<file path="src/rtl/single_port_blockram_arbiter_if.sv">
// rtl/single_port_blockram_arbiter_if.sv - One requester channel into single_port_blockram_arbiter
//
// Purpose: bundles one requester's request handshake and its read-response
// handshake. The requester uses the master modport and the arbiter uses the slave modport.
// Signals:
//   valid, ready             request handshake (accepted when both high)
//   write_en                 byte mask, all-zero means read
//   set_addr, write_entry    request address and write data
//   resp_valid, resp_ready   read-response handshake
//   read_entry               read data, stable while resp_valid && !resp_ready
interface single_port_blockram_arbiter_if #(
  parameter int ENTRY_W = 64,
  parameter int ADDR_W  = 6,
  parameter int MASK_W  = ENTRY_W / 8
);
  logic               valid;
  logic               ready;
  logic [MASK_W-1:0]  write_en;
  logic [ADDR_W-1:0]  set_addr;
  logic [ENTRY_W-1:0] write_entry;
  logic               resp_valid;
  logic               resp_ready;
  logic [ENTRY_W-1:0] read_entry;

  modport master (
    output valid, write_en, set_addr, write_entry, resp_ready,
    input  ready, resp_valid, read_entry
  );

  modport slave (
    input  valid, write_en, set_addr, write_entry, resp_ready,
    output ready, resp_valid, read_entry
  );
endinterface

</file>
<file path="src/rtl/single_port_blockram_arbiter.sv">
// rtl/single_port_blockram_arbiter.sv - Zero-fill and round-robin front end for one single_port_blockram
//
// Purpose: after reset, sweeps every set of the RAM with zeros. It then shares
// the single RAM port between two requesters with round-robin arbitration.
// Read data returns through a one-entry response buffer per requester.
// Ports:
//   clk_in, reset_in          clock, synchronous active-high reset
//   init_done_out             high once the zero-fill sweep has finished
//   req0, req1                requester channels (slave side of the interface)
//   ram_access_en_out         RAM access strobe
//   ram_write_en_out          RAM byte write mask (all-zero means read)
//   ram_access_set_addr_out   RAM set address
//   ram_write_entry_out       RAM write data
//   ram_read_entry_in         RAM registered read data
module single_port_blockram_arbiter #(
  parameter int SINGLE_ENTRY_SIZE_IN_BITS = 64,
  parameter int NUM_SET                   = 64,
  parameter int SET_PTR_WIDTH_IN_BITS     = $clog2(NUM_SET),
  parameter int WRITE_MASK_LEN            = SINGLE_ENTRY_SIZE_IN_BITS / 8
) (
  input  logic                                 clk_in,
  input  logic                                 reset_in,
  output logic                                 init_done_out,
  single_port_blockram_arbiter_if.slave        req0,
  single_port_blockram_arbiter_if.slave        req1,
  output logic                                 ram_access_en_out,
  output logic [WRITE_MASK_LEN-1:0]            ram_write_en_out,
  output logic [SET_PTR_WIDTH_IN_BITS-1:0]     ram_access_set_addr_out,
  output logic [SINGLE_ENTRY_SIZE_IN_BITS-1:0] ram_write_entry_out,
  input  logic [SINGLE_ENTRY_SIZE_IN_BITS-1:0] ram_read_entry_in
);

  typedef enum logic {ST_INIT, ST_SERVE} state_e;

  localparam logic [SET_PTR_WIDTH_IN_BITS-1:0] LAST_SET = SET_PTR_WIDTH_IN_BITS'(NUM_SET - 1);
  localparam logic [SET_PTR_WIDTH_IN_BITS-1:0] ONE_SET  = SET_PTR_WIDTH_IN_BITS'(1);

  state_e                               state_q, state_d;
  logic [SET_PTR_WIDTH_IN_BITS-1:0]     init_cnt_q, init_cnt_d;
  logic                                 rr_ptr_q, rr_ptr_d;
  logic                                 inflight_valid_q, inflight_valid_d;
  logic                                 inflight_id_q, inflight_id_d;
  logic [1:0]                           resp_valid_q, resp_valid_d;
  logic [SINGLE_ENTRY_SIZE_IN_BITS-1:0] resp0_data_q, resp0_data_d;
  logic [SINGLE_ENTRY_SIZE_IN_BITS-1:0] resp1_data_q, resp1_data_d;

  logic is_read0, is_read1, cand0, cand1, grant0, grant1;

  always_comb begin
    state_d          = state_q;
    init_cnt_d       = init_cnt_q;
    rr_ptr_d         = rr_ptr_q;
    inflight_valid_d = 1'b0;
    inflight_id_d    = inflight_id_q;
    resp_valid_d     = resp_valid_q;
    resp0_data_d     = resp0_data_q;
    resp1_data_d     = resp1_data_q;
    grant0           = 1'b0;
    grant1           = 1'b0;

    ram_access_en_out       = 1'b0;
    ram_write_en_out        = '0;
    ram_access_set_addr_out = '0;
    ram_write_entry_out     = '0;

    // A read is only eligible when its response slot is free: nothing held and
    // nothing on its way back from the RAM. Writes never need a slot.
    is_read0 = (req0.write_en == '0);
    is_read1 = (req1.write_en == '0);
    cand0 = req0.valid && (!is_read0 || (!resp_valid_q[0] && !(inflight_valid_q && !inflight_id_q)));
    cand1 = req1.valid && (!is_read1 || (!resp_valid_q[1] && !(inflight_valid_q &&  inflight_id_q)));

    case (state_q)
      ST_INIT: begin
        // Keep the RAM quiet while reset is held; the sweep starts on release.
        if (!reset_in) begin
          ram_access_en_out       = 1'b1;
          ram_write_en_out        = '1;
          ram_access_set_addr_out = init_cnt_q;
        end
        init_cnt_d = init_cnt_q + ONE_SET;
        if (init_cnt_q == LAST_SET) begin
          state_d = ST_SERVE;
        end
      end
      ST_SERVE: begin
        // rr_ptr_q names the requester that wins a tie.
        grant0 = !reset_in && cand0 && (!cand1 || !rr_ptr_q);
        grant1 = !reset_in && cand1 && (!cand0 ||  rr_ptr_q);
        if (grant0) begin
          ram_access_en_out       = 1'b1;
          ram_write_en_out        = req0.write_en;
          ram_access_set_addr_out = req0.set_addr;
          ram_write_entry_out     = req0.write_entry;
          rr_ptr_d                = 1'b1;
          inflight_valid_d        = is_read0;
          inflight_id_d           = 1'b0;
        end else if (grant1) begin
          ram_access_en_out       = 1'b1;
          ram_write_en_out        = req1.write_en;
          ram_access_set_addr_out = req1.set_addr;
          ram_write_entry_out     = req1.write_entry;
          rr_ptr_d                = 1'b0;
          inflight_valid_d        = is_read1;
          inflight_id_d           = 1'b1;
        end
      end
      default: state_d = ST_INIT;
    endcase

    // Drain first, then capture. Eligibility keeps these two on different requesters.
    if (resp_valid_q[0] && req0.resp_ready) resp_valid_d[0] = 1'b0;
    if (resp_valid_q[1] && req1.resp_ready) resp_valid_d[1] = 1'b0;
    if (inflight_valid_q) begin
      if (inflight_id_q) begin
        resp1_data_d    = ram_read_entry_in;
        resp_valid_d[1] = 1'b1;
      end else begin
        resp0_data_d    = ram_read_entry_in;
        resp_valid_d[0] = 1'b1;
      end
    end
  end

  always_ff @(posedge clk_in) begin
    if (reset_in) begin
      state_q          <= ST_INIT;
      init_cnt_q       <= '0;
      rr_ptr_q         <= 1'b0;
      inflight_valid_q <= 1'b0;
      inflight_id_q    <= 1'b0;
      resp_valid_q     <= '0;
      resp0_data_q     <= '0;
      resp1_data_q     <= '0;
    end else begin
      state_q          <= state_d;
      init_cnt_q       <= init_cnt_d;
      rr_ptr_q         <= rr_ptr_d;
      inflight_valid_q <= inflight_valid_d;
      inflight_id_q    <= inflight_id_d;
      resp_valid_q     <= resp_valid_d;
      resp0_data_q     <= resp0_data_d;
      resp1_data_q     <= resp1_data_d;
    end
  end

  assign init_done_out   = (state_q == ST_SERVE) && !reset_in;
  assign req0.ready      = grant0;
  assign req1.ready      = grant1;
  assign req0.resp_valid = resp_valid_q[0];
  assign req1.resp_valid = resp_valid_q[1];
  assign req0.read_entry = resp0_data_q;
  assign req1.read_entry = resp1_data_q;

endmodule

</file>
<file path="src/flat_wrapper.sv">
// flat-port wrapper written by rule: the top's interface ports become plain ports
module single_port_blockram_arbiter_flat 
#(
  parameter int SINGLE_ENTRY_SIZE_IN_BITS = 64,
  parameter int NUM_SET                   = 64,
  parameter int SET_PTR_WIDTH_IN_BITS     = $clog2(NUM_SET),
  parameter int WRITE_MASK_LEN            = SINGLE_ENTRY_SIZE_IN_BITS / 8
)
  (clk_in, reset_in, init_done_out, ram_access_en_out, ram_write_en_out, ram_access_set_addr_out, ram_write_entry_out, ram_read_entry_in, req0_valid, req0_write_en, req0_set_addr, req0_write_entry, req0_resp_ready, req0_ready, req0_resp_valid, req0_read_entry, req1_valid, req1_write_en, req1_set_addr, req1_write_entry, req1_resp_ready, req1_ready, req1_resp_valid, req1_read_entry);
  single_port_blockram_arbiter_if #(.ENTRY_W((64)), .ADDR_W((6)), .MASK_W((8))) req0_i ();
  single_port_blockram_arbiter_if #(.ENTRY_W((64)), .ADDR_W((6)), .MASK_W((8))) req1_i ();
  input  logic clk_in;
  input  logic reset_in;
  output logic init_done_out;
  output logic ram_access_en_out;
  output logic [WRITE_MASK_LEN-1:0] ram_write_en_out;
  output logic [SET_PTR_WIDTH_IN_BITS-1:0] ram_access_set_addr_out;
  output logic [SINGLE_ENTRY_SIZE_IN_BITS-1:0] ram_write_entry_out;
  input  logic [SINGLE_ENTRY_SIZE_IN_BITS-1:0] ram_read_entry_in;
  input wire logic [$bits(req0_i.valid)-1:0] req0_valid;
  input wire logic [$bits(req0_i.write_en)-1:0] req0_write_en;
  input wire logic [$bits(req0_i.set_addr)-1:0] req0_set_addr;
  input wire logic [$bits(req0_i.write_entry)-1:0] req0_write_entry;
  input wire logic [$bits(req0_i.resp_ready)-1:0] req0_resp_ready;
  output wire logic [$bits(req0_i.ready)-1:0] req0_ready;
  output wire logic [$bits(req0_i.resp_valid)-1:0] req0_resp_valid;
  output wire logic [$bits(req0_i.read_entry)-1:0] req0_read_entry;
  input wire logic [$bits(req1_i.valid)-1:0] req1_valid;
  input wire logic [$bits(req1_i.write_en)-1:0] req1_write_en;
  input wire logic [$bits(req1_i.set_addr)-1:0] req1_set_addr;
  input wire logic [$bits(req1_i.write_entry)-1:0] req1_write_entry;
  input wire logic [$bits(req1_i.resp_ready)-1:0] req1_resp_ready;
  output wire logic [$bits(req1_i.ready)-1:0] req1_ready;
  output wire logic [$bits(req1_i.resp_valid)-1:0] req1_resp_valid;
  output wire logic [$bits(req1_i.read_entry)-1:0] req1_read_entry;
  assign req0_i.valid = req0_valid;
  assign req0_i.write_en = req0_write_en;
  assign req0_i.set_addr = req0_set_addr;
  assign req0_i.write_entry = req0_write_entry;
  assign req0_i.resp_ready = req0_resp_ready;
  assign req0_ready = req0_i.ready;
  assign req0_resp_valid = req0_i.resp_valid;
  assign req0_read_entry = req0_i.read_entry;
  assign req1_i.valid = req1_valid;
  assign req1_i.write_en = req1_write_en;
  assign req1_i.set_addr = req1_set_addr;
  assign req1_i.write_entry = req1_write_entry;
  assign req1_i.resp_ready = req1_resp_ready;
  assign req1_ready = req1_i.ready;
  assign req1_resp_valid = req1_i.resp_valid;
  assign req1_read_entry = req1_i.read_entry;
  single_port_blockram_arbiter #(.SINGLE_ENTRY_SIZE_IN_BITS(SINGLE_ENTRY_SIZE_IN_BITS), .NUM_SET(NUM_SET), .SET_PTR_WIDTH_IN_BITS(SET_PTR_WIDTH_IN_BITS), .WRITE_MASK_LEN(WRITE_MASK_LEN)) u_core (.clk_in(clk_in), .reset_in(reset_in), .init_done_out(init_done_out), .req0(req0_i), .req1(req1_i), .ram_access_en_out(ram_access_en_out), .ram_write_en_out(ram_write_en_out), .ram_access_set_addr_out(ram_access_set_addr_out), .ram_write_entry_out(ram_write_entry_out), .ram_read_entry_in(ram_read_entry_in));
endmodule
</file>
<file path="config.mk">
export PLATFORM = sky130hd
export DESIGN_NAME = single_port_blockram_arbiter_flat
export DESIGN_NICKNAME = d
export VERILOG_FILES = /design/src/rtl/single_port_blockram_arbiter_if.sv /design/src/rtl/single_port_blockram_arbiter.sv /design/src/flat_wrapper.sv
export SDC_FILE = /design/constraint.sdc
export NUM_CORES = 1
export LEC_CHECK = 0
export ABC_CLOCK_PERIOD_IN_PS = 1850
export BUFFER_PORTS_ARGS = -buffer_cell sky130_fd_sc_hd__buf_2
export CORE_AREA = 2 2 171 173
export CTS_BUF_LIST = sky130_fd_sc_hd__clkbuf_8
export CTS_CLUSTER_DIAMETER = 80
export DETAILED_ROUTE_END_ITERATION = 10
export DIE_AREA = 0 0 173 175
export PLACE_DENSITY = 0.55
export REMOVE_ABC_BUFFERS = 1
export SLEW_MARGIN = 10
export SYNTH_ARGS = -nofsm -noshare
export SYNTH_HDL_FRONTEND = slang
export SYNTH_SLANG_ARGS = --single-unit
</file>
<file path="constraint.sdc">
create_clock -name clk_in -period 1.85 [get_ports clk_in]
set_clock_uncertainty 0.2 [all_clocks]
set_input_delay 0.0925 -clock clk_in [delete_from_list [all_inputs] [get_ports clk_in]]
set_output_delay 0.0925 -clock clk_in [all_outputs]
set_load 0.05 [all_outputs]
</file>
==> summary.md, run 1 <==
The share of the clock period used by the worst path after layout came out at 1.35. The critical path crosses 7 cells after its start point. The time the worst path needs with I/O delays and setup is 2500 ps.

The global routing usage summed across all routing layers was 0.198. The iteration count of the initial detailed-routing pass was 5. Counting both buffers and inverters, the worst setup path holds a total of 3. The combinational cell fraction of total power came out at 0.108. Source of the worst register-to-register timing path: u_core.inflight_valid_q. The top achievable clock speed was 400 MHz.

The cell area after technology mapping is 5900 um2. Relative to the synthesized area, the layout overhead comes to 90.5%. The number of warnings printed during yosys synthesis was 0; the final-stage net count was 1506. The run finished, with violations left. The total power density per cell area was 560 nW/um2; the worst slew margin relative to its limit was 0.509. The critical path goes through a21o_1 > and3_4 > o2111a_4 > buf_12 > buf_16 > a22o_4 > buf_12. The measured slew at the worst slew-check pin is 734 ps.

The routed wire length is 31400 um, and the worst setup slack after layout is -652 ps. Buffers placed on the I/O ports in this run total 437. The tool flagged a number of max-cap violations equal to 0.

In this run, CTS created clock tree buffers numbering 17. After synthesis, the netlist uses 38 different library cells. Summed over all nets, the switching power comes to 1530 uW. The detailed router placed 7659 vias in this run.

After clock tree synthesis, the clock-pin slew on the worst setup and hold paths is 90 ps. Worst hold-check path type: input pin to flip-flop. The tools report the maximum VDD drop as 0.334 mV. The largest driver fanout on the critical path is 6, and the proportion of synthesized chip area in sequential cells is 0.475.

After floorplanning, the core was divided into 62 placement rows. The fraction of layout cells with a size suffix above 1 was 0.453. The library cell contributing the largest single delay on the critical path is sky130_fd_sc_hd__dfxtp_4. Entering global routing, the biggest net connects 140 pins. For the TritonCTS sink count, the log shows 140. The logs give 0.208 for the starting utilization of the core area and 733 for the post-synthesis cell count. The largest total area in the synthesized netlist belongs to sky130_fd_sc_hd__dfxtp_1. The detail route stage leaves a number of antenna-violating nets equal to 0.

In this design, the largest share of critical-path delay is due to compound AO/OA/AOI/OAI gates. The critical path arrival was 2210 ps. The final reports fail on setup timing. The congestion estimate from routability-driven global placement came to 0.966. The most frequent cell after synthesis was sky130_fd_sc_hd__nand2_1.

The number of register bits inferred by synthesis was 140. The insertion delay to the later sink of the worst-skew pair is 450 ps, and the sequential share of power is 0.480. For the maximum root-to-sink buffer count, the log shows 2. The dominant register cell in the synthesized netlist is sky130_fd_sc_hd__dfxtp_1. The H-tree depth is 4, and the average size of a mapped cell is 8.05 um2. The tools report the remaining global-route overflow as 0. Start point of the critical path: u_core.inflight_id_q. The die is 173 um wide. The setup slack at placement was -756 ps. The most numerous cell on the critical path is sky130_fd_sc_hd__buf_12. The logs give 0.412 for the clock group share of total power and 0.00507 uW for the reported leakage power. The share of total power consumed by net switching is 0.244, and the via count of the first global-routing pass is 7571.

By count the netlist is led by sky130_fd_sc_hd__nand2_1, sky130_fd_sc_hd__dfxtp_1, sky130_fd_sc_hd__a21oi_1. The logs give 0 for the number of slew-limit violations in the final report and 1560 ps for the data required time at the worst endpoint. The end of the critical path is ram_write_entry_out[39]. Setup violations remaining at the end of the flow were counted as 81. For the remaining design rule violation count, the log shows 0. The post-detailed-route via-to-cell ratio was 4.54. The HPWL after detailed placement is 22100 um.

The delay contributed by the slowest stage of the critical path works out to 370 ps. The worst setup path is captured at an output port. From bottom edge to top edge, the die measures 175 um.

By startpoint and endpoint, the worst setup path is classified as flip-flop to output port. TritonCTS built the clock tree. For the number of hold-slack violations in the final timing report, the log shows 0.

The tree is rooted in a sky130_fd_sc_hd__clkbuf_8. The number of antenna violations at the first check in global routing was 14. The tools report the endpoint of the lowest-slack register-to-register path as u_core.inflight_valid_q. The share of async-settable or async-resettable flops after synthesis was 0.

The internal power of the cells totals 4760 uW. The die outline area came out at 30300 um2. The core region is 28400 um2. After layout, the design draws a total of 6290 uW. The share of the synthesized area in the top cell type came out at 0.475. After detailed routing, the average wire length per cell comes to 18.6 um. By area the synthesized netlist is led by sky130_fd_sc_hd__dfxtp_1, sky130_fd_sc_hd__nand2_1, sky130_fd_sc_hd__a21oi_1.

The tools report the global-route wire length before repair as 45700 um. The first routing iteration left 344 violations. The path depth of the worst reg2reg path is 8, and the number of enable-type register cells in the synthesized netlist is 0. Setup repair after global routing could not meet its margin everywhere. In this run the register-to-register setup slack is 90 ps. The run gives 438 as the total I/O pin count. The nature of the critical path startpoint is a flip-flop.
## per-layer routing
| metal | share of wire | wire length (um) | global-route usage |
|---|---|---|---|
| met5 | 0.00092 | 29 | 0 |
| met3 | 0.077 | 2410 | 0.0692 |
| met1 | 0.37 | 11800 | 0.211 |
| met4 | 0.036 | 1130 | 0.0876 |
| met2 | 0.51 | 16100 | 0.354 |
## per-stage QoR
step	hold WS [ps]	utilization	cells	cell area [um2]	TNS [ps]
floorplan	-38.4	-	671	5600	-394050
global placement	145	0.312	1536	8860	-42740
detailed placement	151	0.312	1536	8860	-45690
CTS	3.28	0.392	1672	11100	-54370
global route	79.7	0.396	1682	11200	-57330
finish	106	0.396	1686	11200	-48320
## cell type report
| cell class | instances | area [um2] |
|---|---|---|
| diodes | 11 | 27.5 |
| clock buffers | 19 | 262 |
| clock inverters | 12 | 148 |
| fillers | 2912 | 17200 |
| inverters | 2 | 7.51 |
| multi-input cells | 529 | 2970 |
| flip-flops and latches | 140 | 2810 |
| well taps | 384 | 480 |
| repair buffers | 589 | 4540 |
## how the worst min path moves through the flow
| stage | start | endpoint | slack (ps) | depth (start not counted) |
|---|---|---|---|---|
| final | req0_valid | u_core.inflight_valid_q | 110 | 5 |
| after global routing | req0_valid | u_core.inflight_valid_q | 80 | 5 |
| after CTS | req1_valid | u_core.inflight_valid_q | 3 | 6 |
| after detailed placement | ram_read_entry_in[33] | u_core.req1.read_entry[33] | 150 | 3 |
| after global placement | ram_read_entry_in[37] | u_core.req1.read_entry[37] | 140 | 3 |
| after floorplan | reset_in | u_core.init_cnt_q[5] | -40 | 1 |
## power groups by stage
stage | registers (uW) | clock network [uW] | logic [uW]
after global routing | 3020 | 2830 | 720
after detailed placement | 3090 | 0 | 524
after CTS | 3020 | 2720 | 669
after global placement | 3090 | 0 | 526
final | 3020 | 2590 | 680
after floorplan | 3090 | 0 | 98.6
## layout by cell type (no fill, tap or decap), types with 4 or more instances in the layout
| cell type | synthesis | layout |
|---|---|---|
| sky130_fd_sc_hd__buf_2 | 7 | 354 |
| sky130_fd_sc_hd__nand2_1 | 263 | 261 |
| sky130_fd_sc_hd__dfxtp_1 | 140 | 137 |
| sky130_fd_sc_hd__a21oi_1 | 133 | 132 |
| sky130_fd_sc_hd__buf_6 | 8 | 82 |
| sky130_fd_sc_hd__dlygate4sd3_1 | 0 | 73 |
| sky130_fd_sc_hd__a22o_1 | 59 | 50 |
| sky130_fd_sc_hd__buf_4 | 1 | 40 |
| sky130_fd_sc_hd__buf_12 | 0 | 26 |
| sky130_fd_sc_hd__clkbuf_8 | 0 | 20 |
| sky130_fd_sc_hd__a22o_4 | 0 | 12 |
| sky130_fd_sc_hd__diode_2 | 0 | 11 |
| sky130_fd_sc_hd__a221o_1 | 11 | 11 |
| sky130_fd_sc_hd__nor2_1 | 9 | 9 |
| sky130_fd_sc_hd__and2_1 | 7 | 6 |
| sky130_fd_sc_hd__buf_8 | 0 | 6 |
| sky130_fd_sc_hd__buf_16 | 0 | 5 |
| sky130_fd_sc_hd__clkinvlp_4 | 0 | 4 |
## flip-flops by register name (all words and copies together) (netlist names)
| signal | flops |
|---|---|
| u_core.inflight_valid_q | 1 |
| u_core.rr_ptr_q | 1 |
| u_core.req0.read_entry | 64 |
| u_core.state_q | 1 |
| u_core.init_cnt_q | 6 |
| u_core.inflight_id_q | 1 |
| u_core.resp_valid_q | 2 |
| u_core.req1.read_entry | 64 |
## repair_timing
action / in CTS / in global routing
hold buffers: 73 / 0
hold endpoints to repair: 133 / 0
pin swaps: 23 / 16
cloned: 9 / 3
setup endpoints to repair: 87 / 89
gates resized for setup: 201 / 18
buffers inserted: 23 / 4
## tightest hold or removal path, stage by stage
cell and delay (ps):
sky130_fd_sc_hd__buf_2 100, sky130_fd_sc_hd__buf_4 120, sky130_fd_sc_hd__a21bo_2 230, sky130_fd_sc_hd__nand4_1 100, sky130_fd_sc_hd__a221oi_2 70
## kinds of logic after synthesis
family          Yosys count  synth area share
flops                   140             0.475
mux                       1           0.00170
compound gates          224             0.256
xor+xnor                  4           0.00594
buf+inv                  64            0.0530
fa+ha+maj                 1           0.00212
simple gates            299             0.206
Power figures use the tool's default switching activity.
==> inputs of run 2 (changes only) <==
--- a/config.mk
+++ b/config.mk
@@ -12,7 +12,6 @@
 export CTS_CLUSTER_DIAMETER = 80
 export DETAILED_ROUTE_END_ITERATION = 10
 export DIE_AREA = 0 0 173 175
-export PLACE_DENSITY = 0.55
 export REMOVE_ABC_BUFFERS = 1
 export SLEW_MARGIN = 10
 export SYNTH_ARGS = -nofsm -noshare
==> run 2 against run 1 <==
The run still ends with setup timing left; sequential share of layout area rose by 0.69 points; sequential power barely moved; critical path depth up 2; critical endpoint is now ram_write_entry_out[45].
==> summary.md, run 2 (same netlist as run 1, synthesis figures left out) <==
The worst hold path begins at req0_valid. The maximum VDD drop came out at 0.424 mV (+27%). The synthesis-to-layout area growth was 85.3%; the clock-pin slew on the worst setup and hold paths was 80 ps (about the same). The tools report the worst slew margin relative to its limit as 0.529 (+0.0201). The tools report the routed wire length as 29800 um (-5.3%). Worst setup slack after layout: -718 ps (-65.7 ps). The final reports fail on setup timing. Share of the clock period used by the worst path after layout: 1.39 (+0.0355). The count of final setup violators came out at 81 (unchanged). The tools report the internal reg-to-reg setup slack as 20 ps (-70 ps).

The tools report the iteration count of the initial detailed-routing pass as 4 (-1). The wire length per cell came out at 17.8 um (-4.4%). The fraction of layout cells with a size suffix above 1 was 0.442 (-0.0114). The number of slew-limit violations in the final report was 0 (unchanged); the global routing usage summed across all routing layers was 0.189 (-0.00968).

The total negative slack is -53330 ps (-5020 ps), and the insertion delay to the later sink of the worst-skew pair is 440 ps (about the same). The global-route wire length before repair is 44000 um (-3.7%). The run gives 4 (unchanged) as the H-tree depth. The most frequent standard cell in the layout excluding fill and tap cells is sky130_fd_sc_hd__buf_2. Number of nets with antenna violations after detailed routing: 0 (unchanged).

Die extent in x: 173 um (unchanged). The starting utilization of the core area was 0.208 (unchanged); the number of stages on the worst hold path was 5 (unchanged). The top achievable clock speed came out at 389 MHz (-2.6%). The top cell types in the final layout, fill and taps aside, are sky130_fd_sc_hd__buf_2, sky130_fd_sc_hd__nand2_1, sky130_fd_sc_hd__dfxtp_1.

The number of placement rows is 62 (unchanged), and the remaining global-route overflow is 0 (unchanged). The die outline area is 30300 um2 (unchanged), and the measured slew at the worst slew-check pin is 707 ps (-27.4 ps). The reported leakage power was 0.00494 uW (-2.6%); the total power density per cell area was 575 nW/um2 (+2.6%).

The run gives 91.4 ps (-14.3 ps) as the hold slack. The number of I/O port buffers is 437 (unchanged), and the max-capacitance violation count is 0 (unchanged). The final-stage net count is 1494 (-0.80%). For the critical path arrival, the log shows 2280 ps (+70 ps). The largest driver fanout on the critical path is 7 (+1).

The final estimated routing congestion in global placement was 0.987 (+2.2%); the number of clock buffers inserted by TritonCTS was 17 (unchanged). Time the worst path needs with I/O delays and setup: 2570 ps (+65.7 ps). The setup slack at placement came out at -340 ps (+416 ps).

TritonCTS built the clock tree. Detailed-route via count: 7490 (-2.2%). The path depth of the worst reg2reg path was 9 (+1). The endpoint of the lowest-slack register-to-register path is u_core.inflight_id_q. The type of element capturing the critical path is an output port. The first-iteration detailed-routing DRC count was 311 (-9.6%); the post-detailed-route via-to-cell ratio was 4.48 (-1.3%).

For hold timing, the worst endpoint is u_core.inflight_valid_q. The tools report the maximum root-to-sink buffer count as 2 (unchanged). The count of filler cells inserted in the layout is 2910 (-0.069%). The worst hold-check path type is input pin to flip-flop. Placed wire-length estimate after detailed placement: 21300 um (-3.7%). By startpoint and endpoint, the worst setup path is classified as flip-flop to output port. The number of antenna violations at the first check in global routing is 11 (-3), and the pin count of the biggest net entering global routing is 139 (-0.71%).

The total I/O pin count was 438 (unchanged); the die boundary height was 175 um (unchanged). For the TritonCTS sink count, the log shows 140 (unchanged). The start point of the critical path was u_core.inflight_id_q. The tools report the nature of the critical path startpoint as a flip-flop. The area inside the core boundary came out at 28400 um2 (unchanged). The run gives 0 (unchanged) as the remaining design rule violation count. The number of hold-slack violations in the final timing report was 0 (unchanged). The run finished, with violations left.

Setup repair after global routing could not meet its margin everywhere. The logs give 1560 ps (about the same) for the data required time at the worst endpoint and 7489 (-1.1%) for the via count of the first global-routing pass. CTS placed an instance of sky130_fd_sc_hd__clkbuf_8 at the clock tree root. The startpoint identified for the worst register-to-register timing path is u_core.inflight_id_q.
==> run 2: cell types whose count changed in the layout (fill, tap and decap cells not counted), moves of 2 or more <==
cell / change
sky130_fd_sc_hd__buf_16: -3
sky130_fd_sc_hd__clkinv_2: -2
sky130_fd_sc_hd__buf_12: -7
sky130_fd_sc_hd__buf_6: -6
sky130_fd_sc_hd__a22o_4: -2
sky130_fd_sc_hd__o21ai_0: -2
sky130_fd_sc_hd__diode_2: -3
sky130_fd_sc_hd__buf_8: +5
sky130_fd_sc_hd__a22o_1: +2
==> run 2: power breakdown <==
group	switching [uW]	internal (uW)	total, uW
logic	313	354	667
clock network	1210	1390	2600
registers	5.87	3010	3020
total	1530	4750	6280
==> run 2: cell type report <==
cell class | instances | area (um2) | share of cell area
Sequential cell | 140 | 2810 | 0.257
Antenna cell | 8 | 20.0 | 0.00183
Multi-Input combinational cell | 529 | 2920 | 0.267
Timing Repair Buffer | 577 | 4290 | 0.392
Tap cell | 384 | 480 | 0.0439
Clock buffer | 19 | 262 | 0.0239
Inverter | 2 | 7.51 | 0.000686
Clock inverter | 12 | 149 | 0.0136
==> run 2: timing repair <==
item                                    4_1_cts  5_1_grt
endpoints found under the setup margin       82       82
cloned                                        2        1
buffers inserted                              7        4
pin swaps                                    56       14
gates resized for setup                     187       15
hold buffers                                 74        0
hold endpoints to repair                    133        0
==> run 2: metrics by stage <==
step                      utilization  total power [uW]  instances  area, um2
after floorplan                     -              3190        671       5600
after global placement          0.314              3610       1546       8920
after detailed placement        0.314              3600       1546       8920
after CTS                       0.381              6360       1660      10800
after global routing            0.385              6520       1671      10900
final                           0.385              6280       1671      10900
==> run 2: how the worst max path moves through the flow <==
| stage | endpoint | slack (ps) | cells past startpoint |
|---|---|---|---|
| after floorplan | ram_access_set_addr_out[1] | -3800 | 4 |
| after global placement | ram_write_entry_out[8] | -320 | 8 |
| after detailed placement | ram_write_entry_out[8] | -340 | 8 |
| after CTS | ram_write_entry_out[8] | -690 | 9 |
| after global routing | ram_write_entry_out[39] | -800 | 9 |
| final | ram_write_entry_out[45] | -720 | 9 |
==> run 2: critical path, cell delays in order (launching register included) <==
cell	delay [ps]
sky130_fd_sc_hd__dfxtp_4	360
sky130_fd_sc_hd__a21o_1	200
sky130_fd_sc_hd__and3_4	160
sky130_fd_sc_hd__buf_6	120
sky130_fd_sc_hd__a211oi_4	210
sky130_fd_sc_hd__buf_6	180
sky130_fd_sc_hd__buf_12	140
sky130_fd_sc_hd__buf_12	120
sky130_fd_sc_hd__a22o_1	160
sky130_fd_sc_hd__buf_6	170
==> run 2: metal layers <==
layer / GRT usage / share of wire / vias to the layer above
li1: - / - / 3578
met1: 0.199 / 0.37 / 3552
met2: 0.350 / 0.53 / 314
met3: 0.0500 / 0.063 / 44
met4: 0.0862 / 0.033 / 2
met5: 0 / 0.00037 / -
